## config.mk

```make
export PLATFORM = sky130hd
export DESIGN_NAME = apb_cfg_master_flat
export DESIGN_NICKNAME = d
export VERILOG_FILES = /design/src/rtl/apb_cfg_master_if.sv /design/src/rtl/apb_cfg_master.sv /design/src/flat_wrapper.sv
export SDC_FILE = /design/constraint.sdc
export NUM_CORES = 1
export LEC_CHECK = 0
export BUFFER_PORTS_ARGS = -buffer_cell sky130_fd_sc_hd__buf_4
export CORE_MARGIN = 2
export CORE_UTILIZATION = 47
export DETAILED_ROUTE_END_ITERATION = 12
export GPL_TIMING_DRIVEN = 0
export HOLD_SLACK_MARGIN = 0.06
export PLACE_DENSITY = 0.75
export SLEW_MARGIN = 5
export SYNTH_ARGS = -nofsm -noshare
export SYNTH_HDL_FRONTEND = slang
export SYNTH_SLANG_ARGS = --single-unit
```

## constraint.sdc

```tcl
create_clock -name PCLK -period 2 [get_ports PCLK]
set_input_delay 0.2 -clock PCLK [delete_from_list [all_inputs] [get_ports PCLK]]
set_output_delay 0.2 -clock PCLK [all_outputs]
set_load 0.05 [all_outputs]
```

## src/rtl/apb_cfg_master_if.sv

```systemverilog
// Command/response and APB bus bundle for apb_cfg_master.
//
// Handshake rules: a command transfers on a rising PCLK edge where
// cmd_valid && cmd_ready. cmd_ready depends only on the master's state,
// never on cmd_valid. rsp_valid is a one-cycle pulse with no back-pressure;
// rsp_rdata/rsp_err stay valid until the next pulse. On the APB side the
// master drives PSEL/PENABLE/PADDR/PWRITE/PWDATA, and the slave drives
// PREADY/PRDATA, which are only looked at while PSEL && PENABLE.
interface apb_cfg_master_if;
  logic       cmd_valid;
  logic       cmd_ready;
  logic       cmd_write;
  logic [7:0] cmd_addr;
  logic [7:0] cmd_wdata;
  logic       rsp_valid;
  logic [7:0] rsp_rdata;
  logic       rsp_err;
  logic       PSEL;
  logic       PENABLE;
  logic       PWRITE;
  logic [7:0] PADDR;
  logic [7:0] PWDATA;
  logic [7:0] PRDATA;
  logic       PREADY;

  modport master (
    input  cmd_valid, cmd_write, cmd_addr, cmd_wdata, PRDATA, PREADY,
    output cmd_ready, rsp_valid, rsp_rdata, rsp_err,
           PSEL, PENABLE, PWRITE, PADDR, PWDATA
  );

  modport slave (
    output cmd_valid, cmd_write, cmd_addr, cmd_wdata, PRDATA, PREADY,
    input  cmd_ready, rsp_valid, rsp_rdata, rsp_err,
           PSEL, PENABLE, PWRITE, PADDR, PWDATA
  );
endinterface

```

## src/rtl/apb_cfg_master.sv

```systemverilog
// APB configuration master: turns single local read/write commands into
// APB transfers to three config registers (0x10, 0x14, 0x1C), filters
// illegal addresses locally and aborts transfers whose slave never answers.
module apb_cfg_master #(
  parameter int unsigned TIMEOUT = 15  // max ACCESS cycles with PREADY=0, 1..255
) (
  input  logic                 PCLK,
  input  logic                 PRESETn,
  apb_cfg_master_if.master     bus,
  output logic [1:0]           dbg_state
);

  typedef enum logic [1:0] {
    ST_IDLE   = 2'd0,
    ST_SETUP  = 2'd1,
    ST_ACCESS = 2'd2
  } state_e;

  // Counter value on the last permitted ACCESS cycle before abort.
  localparam logic [7:0] LAST_WAIT = 8'(TIMEOUT - 1);

  state_e     state_q, state_d;
  logic [7:0] cnt_q, cnt_d;
  logic [7:0] paddr_q, paddr_d;
  logic [7:0] pwdata_q, pwdata_d;
  logic       pwrite_q, pwrite_d;
  logic       rsp_valid_q, rsp_valid_d;
  logic [7:0] rsp_rdata_q, rsp_rdata_d;
  logic       rsp_err_q, rsp_err_d;

  logic       addr_legal;
  logic [7:0] wdata_mask;

  // Address decode: which registers exist and how many bits each implements.
  always_comb begin
    addr_legal = 1'b1;
    wdata_mask = 8'h00;
    case (bus.cmd_addr)
      8'h10:   wdata_mask = 8'h01;
      8'h14:   wdata_mask = 8'h0F;
      8'h1C:   wdata_mask = 8'h07;
      default: addr_legal = 1'b0;
    endcase
  end

  // Next-state, bus-register and response computation.
  always_comb begin
    state_d     = state_q;
    cnt_d       = cnt_q;
    paddr_d     = paddr_q;
    pwdata_d    = pwdata_q;
    pwrite_d    = pwrite_q;
    rsp_valid_d = 1'b0;
    rsp_rdata_d = rsp_rdata_q;
    rsp_err_d   = rsp_err_q;

    case (state_q)
      ST_IDLE: begin
        if (bus.cmd_valid) begin
          if (addr_legal) begin
            state_d  = ST_SETUP;
            cnt_d    = 8'd0;
            paddr_d  = bus.cmd_addr;
            pwrite_d = bus.cmd_write;
            // Unimplemented bits go out as zero; reads carry no data.
            pwdata_d = bus.cmd_write ? (bus.cmd_wdata & wdata_mask) : 8'h00;
          end else begin
            // Rejected locally: the bus is left untouched.
            rsp_valid_d = 1'b1;
            rsp_err_d   = 1'b1;
            rsp_rdata_d = 8'h00;
          end
        end
      end

      ST_SETUP: begin
        state_d = ST_ACCESS;
      end

      ST_ACCESS: begin
        // A ready slave wins over the timeout on the same edge.
        if (bus.PREADY) begin
          state_d     = ST_IDLE;
          rsp_valid_d = 1'b1;
          rsp_err_d   = 1'b0;
          rsp_rdata_d = pwrite_q ? 8'h00 : bus.PRDATA;
        end else if (cnt_q == LAST_WAIT) begin
          state_d     = ST_IDLE;
          rsp_valid_d = 1'b1;
          rsp_err_d   = 1'b1;
          rsp_rdata_d = 8'h00;
        end else begin
          cnt_d = cnt_q + 8'd1;
        end
      end

      default: begin
        state_d = ST_IDLE;
      end
    endcase
  end

  // State and datapath registers; reset forces the bus idle immediately.
  always_ff @(posedge PCLK or negedge PRESETn) begin
    if (!PRESETn) begin
      state_q     <= ST_IDLE;
      cnt_q       <= 8'd0;
      paddr_q     <= 8'h00;
      pwdata_q    <= 8'h00;
      pwrite_q    <= 1'b0;
      rsp_valid_q <= 1'b0;
      rsp_rdata_q <= 8'h00;
      rsp_err_q   <= 1'b0;
    end else begin
      state_q     <= state_d;
      cnt_q       <= cnt_d;
      paddr_q     <= paddr_d;
      pwdata_q    <= pwdata_d;
      pwrite_q    <= pwrite_d;
      rsp_valid_q <= rsp_valid_d;
      rsp_rdata_q <= rsp_rdata_d;
      rsp_err_q   <= rsp_err_d;
    end
  end

  // PSEL/PENABLE and cmd_ready decode straight from the state register.
  assign bus.PSEL      = (state_q != ST_IDLE);
  assign bus.PENABLE   = (state_q == ST_ACCESS);
  assign bus.cmd_ready = (state_q == ST_IDLE);
  assign bus.PADDR     = paddr_q;
  assign bus.PWDATA    = pwdata_q;
  assign bus.PWRITE    = pwrite_q;
  assign bus.rsp_valid = rsp_valid_q;
  assign bus.rsp_rdata = rsp_rdata_q;
  assign bus.rsp_err   = rsp_err_q;
  assign dbg_state     = state_q;

endmodule

```

## src/flat_wrapper.sv

```systemverilog
// flat-port wrapper written by rule: the top's interface ports become plain ports
module apb_cfg_master_flat 
#(
  parameter int unsigned TIMEOUT = 15                                            
)
  (PCLK, PRESETn, dbg_state, bus_cmd_valid, bus_cmd_write, bus_cmd_addr, bus_cmd_wdata, bus_PRDATA, bus_PREADY, bus_cmd_ready, bus_rsp_valid, bus_rsp_rdata, bus_rsp_err, bus_PSEL, bus_PENABLE, bus_PWRITE, bus_PADDR, bus_PWDATA);
  apb_cfg_master_if bus_i ();
  input  logic PCLK;
  input  logic PRESETn;
  output logic [1:0] dbg_state;
  input wire logic [$bits(bus_i.cmd_valid)-1:0] bus_cmd_valid;
  input wire logic [$bits(bus_i.cmd_write)-1:0] bus_cmd_write;
  input wire logic [$bits(bus_i.cmd_addr)-1:0] bus_cmd_addr;
  input wire logic [$bits(bus_i.cmd_wdata)-1:0] bus_cmd_wdata;
  input wire logic [$bits(bus_i.PRDATA)-1:0] bus_PRDATA;
  input wire logic [$bits(bus_i.PREADY)-1:0] bus_PREADY;
  output wire logic [$bits(bus_i.cmd_ready)-1:0] bus_cmd_ready;
  output wire logic [$bits(bus_i.rsp_valid)-1:0] bus_rsp_valid;
  output wire logic [$bits(bus_i.rsp_rdata)-1:0] bus_rsp_rdata;
  output wire logic [$bits(bus_i.rsp_err)-1:0] bus_rsp_err;
  output wire logic [$bits(bus_i.PSEL)-1:0] bus_PSEL;
  output wire logic [$bits(bus_i.PENABLE)-1:0] bus_PENABLE;
  output wire logic [$bits(bus_i.PWRITE)-1:0] bus_PWRITE;
  output wire logic [$bits(bus_i.PADDR)-1:0] bus_PADDR;
  output wire logic [$bits(bus_i.PWDATA)-1:0] bus_PWDATA;
  assign bus_i.cmd_valid = bus_cmd_valid;
  assign bus_i.cmd_write = bus_cmd_write;
  assign bus_i.cmd_addr = bus_cmd_addr;
  assign bus_i.cmd_wdata = bus_cmd_wdata;
  assign bus_i.PRDATA = bus_PRDATA;
  assign bus_i.PREADY = bus_PREADY;
  assign bus_cmd_ready = bus_i.cmd_ready;
  assign bus_rsp_valid = bus_i.rsp_valid;
  assign bus_rsp_rdata = bus_i.rsp_rdata;
  assign bus_rsp_err = bus_i.rsp_err;
  assign bus_PSEL = bus_i.PSEL;
  assign bus_PENABLE = bus_i.PENABLE;
  assign bus_PWRITE = bus_i.PWRITE;
  assign bus_PADDR = bus_i.PADDR;
  assign bus_PWDATA = bus_i.PWDATA;
  apb_cfg_master #(.TIMEOUT(TIMEOUT)) u_core (.PCLK(PCLK), .PRESETn(PRESETn), .bus(bus_i), .dbg_state(dbg_state));
endmodule
```

* Word level (Yosys, flattened, before mapping)
Cells that the tools add are included.
** Storage, ports and cells
- Register bits :: 37
- Input port bits :: 29
- Output and inout port bits :: 32
- Word-level logic and storage cells :: 59
** Cells by class
- Add/subtract/negate cells :: 1
- Equal/unequal tests :: 12
- Muxes and demuxes :: 29
- Bitwise logic cells :: 1
- Reduce and logical (&&, ||, !) cells :: 8
** Operators with widths (count)
- $mux W8 :: 10
- $pmux W8 S2 :: 2
- $eq A8 B5 Y1 const B :: 3
- $pmux W4 S3 :: 1
- $mux W1 :: 9
- $add A8 B1 Y8 const B :: 1
- $and A8 B4 Y8 :: 1
- $eq A8 B4 Y1 const B :: 1
- $mux W2 :: 4
- $ne A2 B2 Y1 const B :: 4
- $pmux W2 S3 :: 1
- $reduce_and A3 Y1 :: 2
- $reduce_and A5 Y1 :: 1
- $pmux W1 S2 :: 2
- $reduce_and A4 Y1 :: 1
- $reduce_bool A2 Y1 :: 2
- $ne A3 B2 Y1 const B :: 1
- $reduce_or A3 Y1 :: 1
- $eq A2 B1 Y1 const B :: 1
- $eq A2 B2 Y1 const B :: 1
- $logic_not A2 Y1 :: 1
- $ne A2 B1 Y1 const B :: 1

* Depth between registers and ports, before layout
- Depth in word-level cells :: 6
- Gate-level depth with buffers :: 6
- Depth with buffers taken out :: 6

* Worst setup path after synthesis
Ideal clock, no wire load.
- Kind :: register -> register
- From :: register u_core.state_q[1] (netlist: u_core.dbg_state[1])
- To :: register u_core.rsp_rdata_q[0] (netlist: u_core.bus.rsp_rdata[0])
- Library setup time :: 0.067 ns
- Arrival time :: 1.993 ns
- Required time :: 1.933 ns
- Path slack :: -0.060 ns
- Stages on the path, launching flop included :: 6
- Path buffers :: 1
- Clock period less this slack :: 2.060 ns
- Cells stage by stage :: dfrtp_1 nor2b_1 clkbuf_1 nand2_1 nor2_1 a22o_1
** On the way
- Word-level cells in the longest chain between the ends :: 3
- Elaborated cells between the ends (all ways) :: 8
- Those cells by class :: eq/ne (4); mux (1); reduce/logical (3)
** RTL lines
- start, declared :: line apb_cfg_master.sv:22 : state_e state_q, state_d;
- start signal, assigned :: line apb_cfg_master.sv:115 : state_q <= state_d;
- $eq A2 B2 Y1 *
- via bus_PENABLE :: line flat_wrapper.sv:22 : output wire logic [$bits(bus_i.PENABLE)-1:0] bus_PENABLE;
- $ne A3 B2 Y1 (no source line) / $reduce_bool A2 Y1 (equally long branches)
- $reduce_and A4 Y1 (no source line)
- end signal, assigned :: line apb_cfg_master.sv:121 : rsp_rdata_q <= rsp_rdata_d;
- end, declared :: line apb_cfg_master.sv:28 : logic [7:0] rsp_rdata_q, rsp_rdata_d;
Mark *: on every way through the listed nets, which the timed path passes. The rest lies on a longest branch.
A chain may end at the register's enable or synchronous reset.

* Worst setup path in the final report
- From :: register u_core.state_q[1] (netlist: u_core.dbg_state[1])
- To :: register u_core.cnt_q[7]
** On the way
- Word-level cells in the longest chain between the ends :: 3
- Elaborated cells between the ends (all ways) :: 9
- Those cells by class :: eq/ne (5); mux (1); reduce/logical (3)
** RTL lines
- $eq A2 B2 Y1 / $logic_not A2 Y1 (equally long branches) :: line apb_cfg_master.sv:57 : case (state_q)
- $ne A2 B2 Y1 (no source line), or another cell as far along
- $reduce_and A5 Y1 (no source line)
- end signal, assigned :: line apb_cfg_master.sv:116 : cnt_q <= cnt_d;
- end, declared :: line apb_cfg_master.sv:23 : logic [7:0] cnt_q, cnt_d;
Parallel ways exist; a longest one is shown, timed or not.

==> impl_metrics.yaml <==
status:
  status: "complete, no violations"
route:
  viasPerCell: 5.10
  drtIter0Drc: 38
  ant_nets: 0
  vias: 1143
  finalWirelength_um: 2980
  drcViolationCount: 0
  drt_pre_antenna_iters: 4
  wl_per_cell_um: 13.3
pwr:
  power.switching_w: 0.000380
  p_leak_nw: 1.01
  p_sw_share_pct: 29.3
  p_per_area_nw_per_um2: 661
  internal_power_w: 0.000917
  power_frac_comb_pct: 17.6
  clockPowerShare_pct: 26.7
  pwr-share-seq_pct: 55.6
  max-vdd-ir-drop_v: 0.000540
sta:
  finalSetupViolations: 0
  slew_viol_final: 0
  max-slew-margin-rel_pct: 51.0
  finClkSkew_ps: 6.14
  tightest_slew_ps: 729
  hold_viol: 0
  post-route-period-util_pct: 90.3
  fin_setup_tns_ps: 0
  timing.final.crit_period_ps: 1810
  max_freq_mhz: 554
  grt_setup_unrepaired: "false"
synth:
  async_reset_ff_share_pct: 100
  yosysWarnings: 0
  synth_edf_count: 0
  synth_most_common_cell: "dfrtp_1"
  synth_commonest_cells: "dfrtp_1 (33), a22o_1 (10), nand2_1 (9), nor2_1 (9)"
  synth_area_um2: 1460
  synth_cell_types: 37
  synthTopCellsByArea: "dfrtp_1 (57%), a22o_1 (6.0%), and2_1 (2.6%)"
  postSynthCellCount: 127
  syn_area_per_cell_um2: 11.5
  synth-main-ff-cell: "dfrtp_1"
  ys_ff_latch: 33
  synth.top_cell.area_share_pct: 56.7
  ys_seq_area_share_pct: 56.7
  synth_top_area_cell: "dfrtp_1"
floorplanning:
  fp.coreArea_um2: 3000
  pin_count: 61
  die_area_um2: 3560
  die_h_um: 59.7
  rows: 20
  start_util_pct: 48.5
  chipWidth_um: 59.7
layout:
  synthToLayoutAreaGrowth_pct: 34.7
  layout.cells.non_filler: 224
  nets: 221
  drive_above_1_share_pct: 39.8
  diodes: 0
clock_network:
  htree_levels: 2
  clk_pin_slew_worst_paths_ps: 100
  clock_latency_ps: 320
  clockBufferDepth: 2
  cts_num_sinks: 33
  ctsRootBufferMaster: "clkbuf_4"
  cts_tree: "built"
  cts_resized: 0
  numCtsBuffers: 5
placement:
  routabilityCongestion: 0.806
  numPortBuffers: 52
  hpwl_um: 2280
  dpl.cell_count: 215
worst_setup_path:
  slowest_stage: "nor3_1"
  worst-path-buf-inv: 0
  endpoint_kind: "flip-flop"
  worstPathMaxFanout: 7
  crit_path_max_incr_delay_ps: 630
  required_ps: 2170
  path_cells: "or3b_4 > nor3_1 > nor2_1"
  crit_type: "flip-flop to flip-flop"
  startpoint_type: "flip-flop"
  cp.arrival_ps: 1980
  cp_top_family: "simple AND/OR/NAND/NOR gates"
global_routing:
  antenna_found_initial: 0
  grt_overflow_total: 0
  grt_pass1_vias: 1145
  grt_max_degree: 34
  grt_first_pass_wirelength_um: 4860
  grt.total_usage_pct: 18.3
worst_hold_path:
  worstHoldPathType: "input pin to flip-flop"
job:
  max_cap_viol_count: 0
-- layout by cell type, fill, tap and decap left out, types with 2 or more instances in the layout --
cell type / Yosys / final
buf_4: 4 / 56
dfrtp_1: 33 / 33
a22o_1: 10 / 10
nor2_1: 9 / 9
nand2_1: 9 / 9
inv_1: 6 / 6
o21ai_0: 6 / 6
and2_1: 6 / 6
nor3_1: 5 / 5
clkbuf_4: 0 / 5
nand3_1: 4 / 4
conb_1: 1 / 4
xnor2_1: 3 / 3
nand2b_1: 2 / 2
or3b_4: 2 / 2
a21oi_2: 2 / 2
mux2_2: 2 / 2
xor2_1: 2 / 2
ha_1: 2 / 2
clkinv_2: 0 / 2
-- power groups by stage --
stage                     sequential, W  combinational (W)  clock (W)
after global placement         0.000733           0.000224          0
after floorplan                0.000789          0.0000768          0
after CTS                      0.000721           0.000230   0.000353
after global routing           0.000728           0.000250   0.000391
final                          0.000721           0.000229   0.000347
after detailed placement       0.000734           0.000228          0
-- layer usage --
metal | up-vias | wire, µm | global-route usage [%]
met3 | 8 | 179 | 5.41
li1 | 558 | - | -
met1 | 535 | 1310 | 21.7
met4 | 0 | 53 | 8.25
met5 | - | 0 | 0
met2 | 42 | 1430 | 30.4
-- state kept, by name, summed over array words and instances (netlist names) --
signal / flops
u_core.cnt_q: 8
u_core.bus.PWDATA: 4
u_core.bus.PWRITE: 1
u_core.dbg_state: 2
u_core.bus.rsp_err: 1
u_core.bus.rsp_rdata: 8
u_core.bus.PADDR: 8
u_core.bus.rsp_valid: 1
-- what timing repair did --
action	in CTS	in global routing
buffers inserted	0	0
hold buffers	1	0
setup endpoints to repair	0	0
endpoints found under the hold margin	33	0
-- worst reg2reg max path, cell delays in order, from the launching register on --
cell and delay, ps:
dfrtp_1 460, or3b_4 450, nor3_1 630, nor2_1 120
-- final cells by class --
type	instances	area (µm²)
plain buffers	6	40.0
well taps	33	41.3
fillers	254	1040
clock buffers	6	41.3
clock inverters	2	10.0
inverters	6	22.5
flip-flops and latches	33	826
multi-input cells	85	581
repair buffers	53	400
-- kinds of logic (layout without fill, tap and decap cells) --
| kind of cell | count (synthesis) | after routing | synth area share [%] |
|---|---|---|---|
| AOI/OAI and AO/OA | 26 | 26 | 14.0 |
| xor gates and xnor gates | 5 | 5 | 3.01 |
| adders and majority gates | 2 | 2 | 1.72 |
| buffers and inverters | 12 | 73 | 4.21 |
| DFF | 33 | 33 | 56.7 |
| muxes | 2 | 2 | 1.55 |
| other | 1 | 4 | 0.257 |
| and+or+nand+nor | 46 | 46 | 18.6 |
-- path summary, 6_finish.rpt --
kind	start	to	slack (ps)	depth (start not counted)
worst max-delay path	u_core.dbg_state[1]	u_core.cnt_q[7]	190	3
worst min-delay path	bus_PREADY	u_core.bus.rsp_err	90	2
worst max register to register	u_core.dbg_state[1]	u_core.cnt_q[7]	190	3
worst min register to register	u_core.bus.PADDR[4]	u_core.bus.PADDR[4]	480	1
max in group asynchronous	PRESETn	u_core.bus.PWDATA[1]	1360	2
min in group asynchronous	PRESETn	u_core.bus.PADDR[3]	350	2
-- stage by stage --
stage          total power, W  utilization (%)  worst slack [ps]  hold slack [ps]  instance area [µm²]
2_1_floorplan        0.000865                -               141            -95.6                 1470
3_3_place_gp         0.000958             63.3               223              157                 1900
3_5_place_dp         0.000962             63.3               211              164                 1900
4_1_cts               0.00130             65.3               186             79.7                 1960
5_1_grt               0.00137             65.3              66.8             75.6                 1960
6_report              0.00130             65.3               194             91.4                 1960
Note: power is estimated with default switching activity, not from simulation.
